$ cat config.mk
export PLATFORM = sky130hd
export DESIGN_NAME = fpga_status_leds
export DESIGN_NICKNAME = d
export VERILOG_FILES = /design/src/rtl/fpga_status_pkg.sv /design/src/rtl/fpga_status_code_fsm.sv /design/src/rtl/fpga_status_leds.sv
export SDC_FILE = /design/constraint.sdc
export NUM_CORES = 1
export LEC_CHECK = 0
export CAP_MARGIN = 10
export CORE_MARGIN = 3
export CORE_UTILIZATION = 45
export DETAILED_ROUTE_END_ITERATION = 12
export GPL_ROUTABILITY_DRIVEN = 0
export PLACE_DENSITY = 0.69
export SLEW_MARGIN = 20
export SYNTH_ARGS = -nofsm -noshare
export SYNTH_HDL_FRONTEND = slang
export SYNTH_SLANG_ARGS = --single-unit
$ cat constraint.sdc
create_clock -name clk_i -period 2.26 [get_ports clk_i]
set_input_delay 0.339 -clock clk_i [delete_from_list [all_inputs] [get_ports clk_i]]
set_output_delay 0.339 -clock clk_i [all_outputs]
set_load 0.02 [all_outputs]
$ cat src/rtl/fpga_status_pkg.sv
// Shared types and constants for the status LED block and its code FSM.
package fpga_status_pkg;

    typedef enum logic [1:0] {
        LED_OFF   = 2'd0,
        LED_ON    = 2'd1,
        LED_BLINK = 2'd2,
        LED_EXIT  = 2'd3
    } led_mode_e;

    typedef enum logic [1:0] {
        IDLE      = 2'd0,
        PULSE_ON  = 2'd1,
        PULSE_OFF = 2'd2,
        GAP       = 2'd3
    } code_state_e;

    localparam int GAP_TICKS  = 4;
    localparam int CODE_CNT_W = 5;

    // Number of pulses shown for a failing exit code; a zero low nibble maps to 16.
    function automatic logic [CODE_CNT_W-1:0] pulse_count(input logic [3:0] nibble);
        return (nibble == 4'd0) ? CODE_CNT_W'(16) : {1'b0, nibble};
    endfunction

endpackage

$ cat src/rtl/fpga_status_code_fsm.sv
// Pulse-code generator for a failing exit value: code_n pulses of one tick on
// and one tick off, then a GAP_TICKS quiet period, repeating until reset.
module fpga_status_code_fsm
    import fpga_status_pkg::*;
(
    input  logic                  clk_i,
    input  logic                  rst_i,
    input  logic                  tick,
    input  logic                  fail,
    input  logic [CODE_CNT_W-1:0] code_n,
    output logic                  code_led
);

    localparam int GAP_W = (GAP_TICKS > 1) ? $clog2(GAP_TICKS) : 1;

    code_state_e           state;
    logic [CODE_CNT_W-1:0] pulse_cnt;
    logic [GAP_W-1:0]      gap_cnt;

    // Walk the pulse pattern one step per tick; the pulse count reloads at each group start.
    always_ff @(posedge clk_i) begin
        if (rst_i) begin
            state     <= IDLE;
            pulse_cnt <= '0;
            gap_cnt   <= '0;
        end else if (tick) begin
            case (state)
                IDLE: begin
                    if (fail) begin
                        state     <= PULSE_ON;
                        pulse_cnt <= code_n;
                    end
                end
                PULSE_ON: begin
                    state <= PULSE_OFF;
                end
                PULSE_OFF: begin
                    if (pulse_cnt > CODE_CNT_W'(1)) begin
                        pulse_cnt <= pulse_cnt - CODE_CNT_W'(1);
                        state     <= PULSE_ON;
                    end else begin
                        gap_cnt <= '0;
                        state   <= GAP;
                    end
                end
                GAP: begin
                    if (gap_cnt == GAP_W'(GAP_TICKS - 1)) begin
                        pulse_cnt <= code_n;
                        state     <= PULSE_ON;
                    end else begin
                        gap_cnt <= gap_cnt + GAP_W'(1);
                    end
                end
                default: state <= IDLE;
            endcase
        end
    end

    assign code_led = (state == PULSE_ON);

endmodule

$ cat src/rtl/fpga_status_leds.sv
// Board status LEDs: per-channel OFF/ON/BLINK/EXIT modes driven from a free-running
// prescaler, with a one-shot exit-value latch feeding a shared pulse-code FSM.
module fpga_status_leds
    import fpga_status_pkg::*;
#(
    parameter int         NUM_LEDS   = 4,
    parameter int         CNT_WIDTH  = 27,
    parameter int         TICK_TAP   = 22,
    parameter int         EXIT_WIDTH = 32,
    parameter logic [1:0] RST_MODE   = 2'd3,
    localparam int        IDX_W      = (NUM_LEDS > 1) ? $clog2(NUM_LEDS) : 1,
    localparam int        DIV_W      = $clog2(CNT_WIDTH)
) (
    input  logic                  clk_i,
    input  logic                  rst_i,
    input  logic                  cfg_we_i,
    input  logic [IDX_W-1:0]      cfg_idx_i,
    input  logic [1:0]            cfg_mode_i,
    input  logic [DIV_W-1:0]      cfg_div_i,
    input  logic                  exit_valid_i,
    input  logic [EXIT_WIDTH-1:0] exit_value_i,
    output logic [NUM_LEDS-1:0]   led_o,
    output logic                  exit_latched_o,
    output logic [EXIT_WIDTH-1:0] exit_value_o
);

    localparam logic [DIV_W-1:0] DIV_MAX = DIV_W'(CNT_WIDTH - 1);

    logic [CNT_WIDTH-1:0]  cnt;
    logic                  tick;
    logic                  exit_fail;
    logic [CODE_CNT_W-1:0] code_n;
    logic                  code_led;
    logic [DIV_W-1:0]      cfg_div_clamped;
    logic [NUM_LEDS-1:0]   led_next;

    // Free-running prescaler; wraps naturally at its width.
    always_ff @(posedge clk_i) begin
        if (rst_i) begin
            cnt <= '0;
        end else begin
            cnt <= cnt + CNT_WIDTH'(1);
        end
    end

    assign tick = &cnt[TICK_TAP:0];

    // Capture only the first exit report; later ones are ignored until reset.
    always_ff @(posedge clk_i) begin
        if (rst_i) begin
            exit_latched_o <= 1'b0;
            exit_value_o   <= '0;
        end else if (exit_valid_i && !exit_latched_o) begin
            exit_latched_o <= 1'b1;
            exit_value_o   <= exit_value_i;
        end
    end

    assign exit_fail = exit_latched_o && (exit_value_o != '0);
    assign code_n    = pulse_count(exit_value_o[3:0]);

    // Keep the blink tap inside the prescaler; the extra zero bit avoids a constant compare.
    always_comb begin
        cfg_div_clamped = cfg_div_i;
        if ({1'b0, cfg_div_i} > {1'b0, DIV_MAX}) begin
            cfg_div_clamped = DIV_MAX;
        end
    end

    fpga_status_code_fsm u_code_fsm (
        .clk_i    (clk_i),
        .rst_i    (rst_i),
        .tick     (tick),
        .fail     (exit_fail),
        .code_n   (code_n),
        .code_led (code_led)
    );

    for (genvar i = 0; i < NUM_LEDS; i++) begin : g_chan
        led_mode_e        mode_q;
        logic [DIV_W-1:0] div_q;
        logic             sel;

        // An out-of-range index matches no channel, so it is dropped here.
        assign sel = cfg_we_i && (cfg_idx_i == IDX_W'(i));

        // Per-channel mode and blink tap configuration.
        always_ff @(posedge clk_i) begin
            if (rst_i) begin
                mode_q <= led_mode_e'(RST_MODE);
                div_q  <= DIV_MAX;
            end else if (sel) begin
                mode_q <= led_mode_e'(cfg_mode_i);
                div_q  <= cfg_div_clamped;
            end
        end

        // Select this channel's LED source from its configured mode.
        always_comb begin
            led_next[i] = 1'b0;
            case (mode_q)
                LED_OFF:   led_next[i] = 1'b0;
                LED_ON:    led_next[i] = 1'b1;
                LED_BLINK: led_next[i] = cnt[div_q];
                LED_EXIT: begin
                    if (!exit_latched_o) begin
                        led_next[i] = cnt[CNT_WIDTH-1];
                    end else if (exit_fail) begin
                        led_next[i] = code_led;
                    end else begin
                        led_next[i] = 1'b1;
                    end
                end
                default:   led_next[i] = 1'b0;
            endcase
        end
    end

    // Register the LED pins so the board sees glitch-free drive.
    always_ff @(posedge clk_i) begin
        if (rst_i) begin
            led_o <= '0;
        end else begin
            led_o <= led_next;
        end
    end

endmodule

==> results.py, run 1 <==
metrics = {
    "synthesis": {
        "yosysWarningCount": 0,
        "yosys.area.top_type": "dfxtp_1",
        "synth_area_um2": 5300,
        "synth_area_leaders": "dfxtp_1 38%, mux4_2 8.1%, nand2_1 8.0%",
        "synth.avg_cell_area_um2": 9.02,
        "syn_nets": 641,
        "synth_edf_count": 0,
        "syn_inst": 587,
        "synth_seq_cells": 101,
        "synth_top_area_share_pct": 38.2,
        "synth-seq-area-share_pct": 38.2,
        "ys.flop_type": "dfxtp_1",
        "ys_async_sr_fraction_pct": 0,
        "ys_types": 62,
    },
    "finish": {
        "final_layout_size_suffix_gt1_share_pct": 11.5,
        "area_growth_pct": 24.4,
        "instances_no_fill": 812,
        "layout.nets": 722,
        "insertedDiodeCount": 0,
        "final_common_cell": "nand2_1",
        "fin_util_pct": 59.0,
        "layout_common_cells": "113 x nand2_1, 100 x dfxtp_1, 80 x clkdlybuf4s50_1",
    },
    "timing": {
        "hold_viol": 0,
        "tns_ps": 0,
        "period_minus_slack_ps": 2160,
        "finalSetupViolCount": 0,
        "hold_ws_ps": 369,
        "fin_crit_sh_pct": 95.4,
        "skew_ps": 12.3,
        "slew_headroom_pct": 56.5,
        "tightest_slew_ps": 644,
        "timing.fmax_mhz": 464,
        "rsz0062_at_grt": "yes",
        "final_max_slew_viol_count": 0,
    },
    "power": {
        "peakVddDrop_v": 0.000735,
        "powerDensity_nw_per_um2": 603,
        "p_leak_uw": 0.00251,
        "p_total_uw": 3980,
    },
    "die": {
        "fp.coreArea_um2": 11200,
        "die_w_um": 114,
        "rows": 38,
        "dieHeight_um": 114,
        "die_area_um2": 13100,
        "start_util_pct": 47.4,
        "ios": 82,
    },
    "clock_network": {
        "cts_setup_buffers": 0,
        "cts_tree": "built",
        "cts_root_buffer": "clkbuf_16",
        "post_cts_resized": 0,
        "h-tree-depth": 3,
        "cts_buffers": 9,
        "cts.sinks": 101,
        "clkSlewWorstSetupHoldPaths_ps": 70,
        "clock_path_buffers": 2,
        "postCtsHoldBufs": 0,
        "clock_latency_ps": 350,
    },
    "global_route": {
        "grt_pass1_vias": 4491,
        "overflow": 0,
        "grt_pass1_wl_mm": 22.7,
        "grt_max_degree": 52,
        "grtUsageTotal_pct": 21.6,
        "antenna_found_initial": 0,
    },
    "drt": {
        "route.vias.total": 4637,
        "routed_wl_mm": 13.9,
        "antenna_left": 0,
        "wl_per_cell_um": 17.1,
        "vias_per_cell": 5.71,
        "first_pass_iters": 5,
        "dr.first_iter.drc_count": 318,
        "drc": 0,
    },
    "critical_path": {
        "path_max_fanout": 3,
        "timing.rr.start": "exit_value_o[4]",
        "critPathLaunch": "exit_value_o[4]",
        "cp-endpoint": "u_code_fsm.state[1]",
        "r2r_end": "u_code_fsm.state[1]",
        "rr_worst_depth": 5,
        "rrSetupSlack_ps": 100,
        "crit_arrival_ps": 2450,
        "cp_data_required_time_ps": 2550,
        "cp-start-kind": "flip-flop",
        "crit_path_end_kind": "flip-flop",
        "critPathKind": "flip-flop to flip-flop",
    },
    "place": {
        "place_hpwl_mm": 10.2,
        "numPortBuffers": 81,
        "place_inst": 797,
    },
    "min_path": {
        "hold_start": "rst_i",
        "hold_class": "input port to flip-flop",
    },
    "flow_run": {
        "maxCapViolations": 0,
    },
    "run_status": {
        "status": "finished, final reports clean",
    },
}
cell usage after synthesis (3+ instances only):
cell and n:
dfxtp_1 101, nand4_1 12, nor4_1 12, nor2b_1 5, a211o_1 3, mux4_1 5, and4_1 3, nand3b_1 7
nand2_1 113, or3_1 3, mux2i_1 27, ha_1 9, and2_1 7, o211ai_1 3, nor2_1 51, clkbuf_1 24
nand2b_1 4, xor2_1 15, o41ai_1 3, nor3_1 4, mux4_2 19, nand3_1 18, a21oi_1 47, inv_1 11
buf_2 4, o21ai_0 10, a2111oi_0 6, xnor2_1 8, buf_1 5, mux2_2 5, o21a_1 3
per-layer routing:
layer	GRT usage [%]	vias to the layer above	wire, um
met3	5.34	16	777
met2	34.2	130	6540
met4	5.94	0	169
li1	-	2257	-
met1	29.3	2234	6420
met5	0	-	0
state kept, by name, indices dropped and copies added, names as in the netlist:
name                  cells
u_code_fsm.pulse_cnt      5
cnt                      27
u_code_fsm.gap_cnt        2
g_chan.mode_q             8
exit_value_o             32
u_code_fsm.state          2
led_o                     4
g_chan.div_q             20
exit_latched_o            1
worst max-delay path, stage by stage, from the launching register on:
cell,delay (ps)
dfxtp_1,320
nor4_1,460
nand4_1,240
o311ai_0,610
mux2_2,400
nor2_1,70
kinds of logic (layout without fill, tap and decap cells):
kind of cell	after synthesis	after routing	share of synthesized area, %
AO/OA/AOI/OAI	94	94	11.4
XOR/XNOR	23	23	3.80
adder cells (fa/ha/maj)	9	9	2.13
buffers and inverters	50	135	4.77
flip-flops	101	101	38.2
multiplexers	56	56	16.7
AND/OR/NAND/NOR	254	254	23.0
stage by stage:
stage | instance area [um2] | setup slack [ps]
after detailed placement | 6270 | 45.3
after floorplan | 5300 | 190
after global placement | 6270 | 140
after CTS | 6580 | 30.7
final | 6590 | 103
after global routing | 6590 | -9.53
area by class of cell:
cell class                      instances  area (um2)
Fill cell                             972        4580
Multi-Input combinational cell        436        3040
Sequential cell                       101        2020
Timing Repair Buffer                  108        1010
Clock buffer                           12         256
Tap cell                              140         175
Clock inverter                          3        45.0
Inverter                               12        45.0
worst min-delay path by stage:
stage               cells after the start  slack (ps)                     to
CTS                                     2         360         exit_latched_o
detailed placement                      2         460       exit_value_o[14]
global placement                        2         450  u_code_fsm.gap_cnt[0]
global route                            2         380     g_chan[2].div_q[2]
floorplan                               2         450  u_code_fsm.gap_cnt[0]
finish                                  2         370     g_chan[2].div_q[2]
power by group:
| group | total (uW) | switching (uW) | leakage [uW] | internal (uW) |
|---|---|---|---|---|
| combinational | 477 | 237 | 0.00155 | 239 |
| clock | 1590 | 679 | 0.000141 | 914 |
| sequential | 1910 | 64.4 | 0.000824 | 1840 |
| total | 3980 | 981 | 0.00251 | 2990 |
(Power assumes the default switching activity.)
==> inputs of run 2 (changes only) <==
Settings changed: CORE_UTILIZATION 45 to 35, PLACE_DENSITY 0.69 to default.
==> results.py, run 2 (same netlist as run 1, synthesis figures left out) <==
metrics = {
    "clock_network": {
        "clock_path_buffers": 2,
        "clock_latency_ps": 360,
        "cts.sinks": 101,
        "cts_buffers": 9,
        "h-tree-depth": 3,
        "clkSlewWorstSetupHoldPaths_ps": 70,
        "cts_root_buffer": "clkbuf_16",
        "cts_setup_buffers": 0,
        "cts_tree": "built",
    },
    "timing": {
        "hold_viol": 0,
        "final_max_slew_viol_count": 0,
        "finalSetupViolCount": 0,
        "skew_ps": 9.13,
        "tns_ps": 0,
        "rsz0062_at_grt": "no",
        "tightest_slew_ps": 673,
        "fin_crit_sh_pct": 92.4,
        "timing.fmax_mhz": 479,
        "slew_headroom_pct": 55.1,
        "period_minus_slack_ps": 2090,
    },
    "critical_path": {
        "crit_path_end_kind": "flip-flop",
        "crit_arrival_ps": 2340,
        "cp_num_buf_inv": 0,
        "crit_slowest_cell": "a2111oi_4",
        "crit_family": "compound AO/OA/AOI/OAI gates",
        "path_max_fanout": 9,
        "cp_data_required_time_ps": 2510,
        "cp-start-kind": "flip-flop",
        "max_stage_delay_ps": 390,
        "critPathKind": "flip-flop to flip-flop",
        "path_cells": "ha_1 > nor2b_1 > a2111oi_4 > nand3_4 > or2_1 > a311o_1",
    },
    "die": {
        "die_area_um2": 16600,
        "rows": 44,
        "start_util_pct": 36.2,
        "ios": 82,
        "fp.coreArea_um2": 14600,
        "die_w_um": 129,
        "dieHeight_um": 129,
    },
    "drt": {
        "antenna_left": 0,
        "first_pass_iters": 5,
        "drc": 0,
        "wl_per_cell_um": 16.2,
        "dr.first_iter.drc_count": 270,
        "vias_per_cell": 5.37,
        "routed_wl_mm": 13.9,
        "route.vias.total": 4604,
    },
    "min_path": {
        "hold_class": "input port to flip-flop",
    },
    "finish": {
        "reg.largest.list": "exit_value_o: 32 flops, cnt: 27 flops, g_chan.div_q: 20 flops",
        "layout.nets": 723,
        "n_fill_cell": 1392,
        "insertedDiodeCount": 0,
        "final_common_cell": "nand2_1",
        "largest_reg_flops": 32,
        "area_growth_pct": 26.0,
        "layout_common_cells": "113 x nand2_1, 99 x dfxtp_1, 80 x clkdlybuf4s50_1",
        "top_register": "exit_value_o",
        "final_layout_size_suffix_gt1_share_pct": 12.0,
        "fin_area_um2": 6670,
    },
    "global_route": {
        "grt_max_degree": 62,
        "grtUsageTotal_pct": 17.0,
        "grt_pass1_vias": 4433,
        "overflow": 0,
        "grt_pass1_wl_mm": 22.7,
        "antenna_found_initial": 0,
    },
    "power": {
        "p_leak_uw": 0.00253,
        "peakVddDrop_v": 0.000371,
        "powerDensity_nw_per_um2": 600,
    },
    "place": {
        "place_area_um2": 6350,
        "place_hpwl_mm": 10.1,
        "numPortBuffers": 81,
    },
    "run_status": {
        "status": "finished, final reports clean",
    },
    "flow_run": {
        "maxCapViolations": 0,
    },
}
-- run 2: path summary, 6_finish.rpt --
path              slack (ps)                       to           startpoint  cells past startpoint
setup / recovery         170  u_code_fsm.pulse_cnt[0]  u_code_fsm.state[0]                      6
hold / removal           450      u_code_fsm.state[0]                rst_i                      3
setup reg to reg         170  u_code_fsm.pulse_cnt[0]  u_code_fsm.state[0]                      6
hold reg to reg          470         exit_value_o[29]     exit_value_o[29]                      2
-- run 2: through the flow --
| step | util [%] | power, uW | std cells | worst slack (ps) | hold WS [ps] |
|---|---|---|---|---|---|
| 3_5_place_dp | 43.4 | 2430 | 842 | 58.4 | 462 |
| 5_1_grt | 45.6 | 4160 | 858 | 18.9 | 459 |
| 4_1_cts | 45.5 | 4040 | 858 | 49.4 | 434 |
| 2_1_floorplan | - | 2180 | 587 | 190 | 446 |
| 3_3_place_gp | 43.4 | 2420 | 842 | 116 | 455 |
| 6_report | 45.6 | 4000 | 858 | 171 | 448 |
-- run 2: tightest hold or removal path, stage by stage --
cell and delay (ps):
buf_2 140, clkinv_1 150, and2_1 150
-- run 2: per-layer routing --
layer | part of all wire [%] | track usage [%]
met1 | 46 | 22.3
met2 | 46 | 27.4
met3 | 7.6 | 6.14
met4 | 0.77 | 3.15
met5 | 0 | 0
-- run 2: layout make-up --
class	count	area (um2)	area share (%)
flip-flops and latches	101	2020	30.3
inverters	12	45.0	0.675
clock inverters	6	70.1	1.05
clock buffers	10	239	3.58
repair buffers	109	1030	15.4
well taps	184	230	3.45
multi-input cells	436	3040	45.5
-- run 2: timing repair --
action	4_1_cts	5_1_grt
resized for setup	0	4
setup endpoints to repair	0	6
hold buffers	0	0
-- run 2: where the power goes --
part,internal (uW),total [uW],switching [uW]
Sequential,1840,1900,63.1
Clock,897,1610,716
Combinational,242,484,242
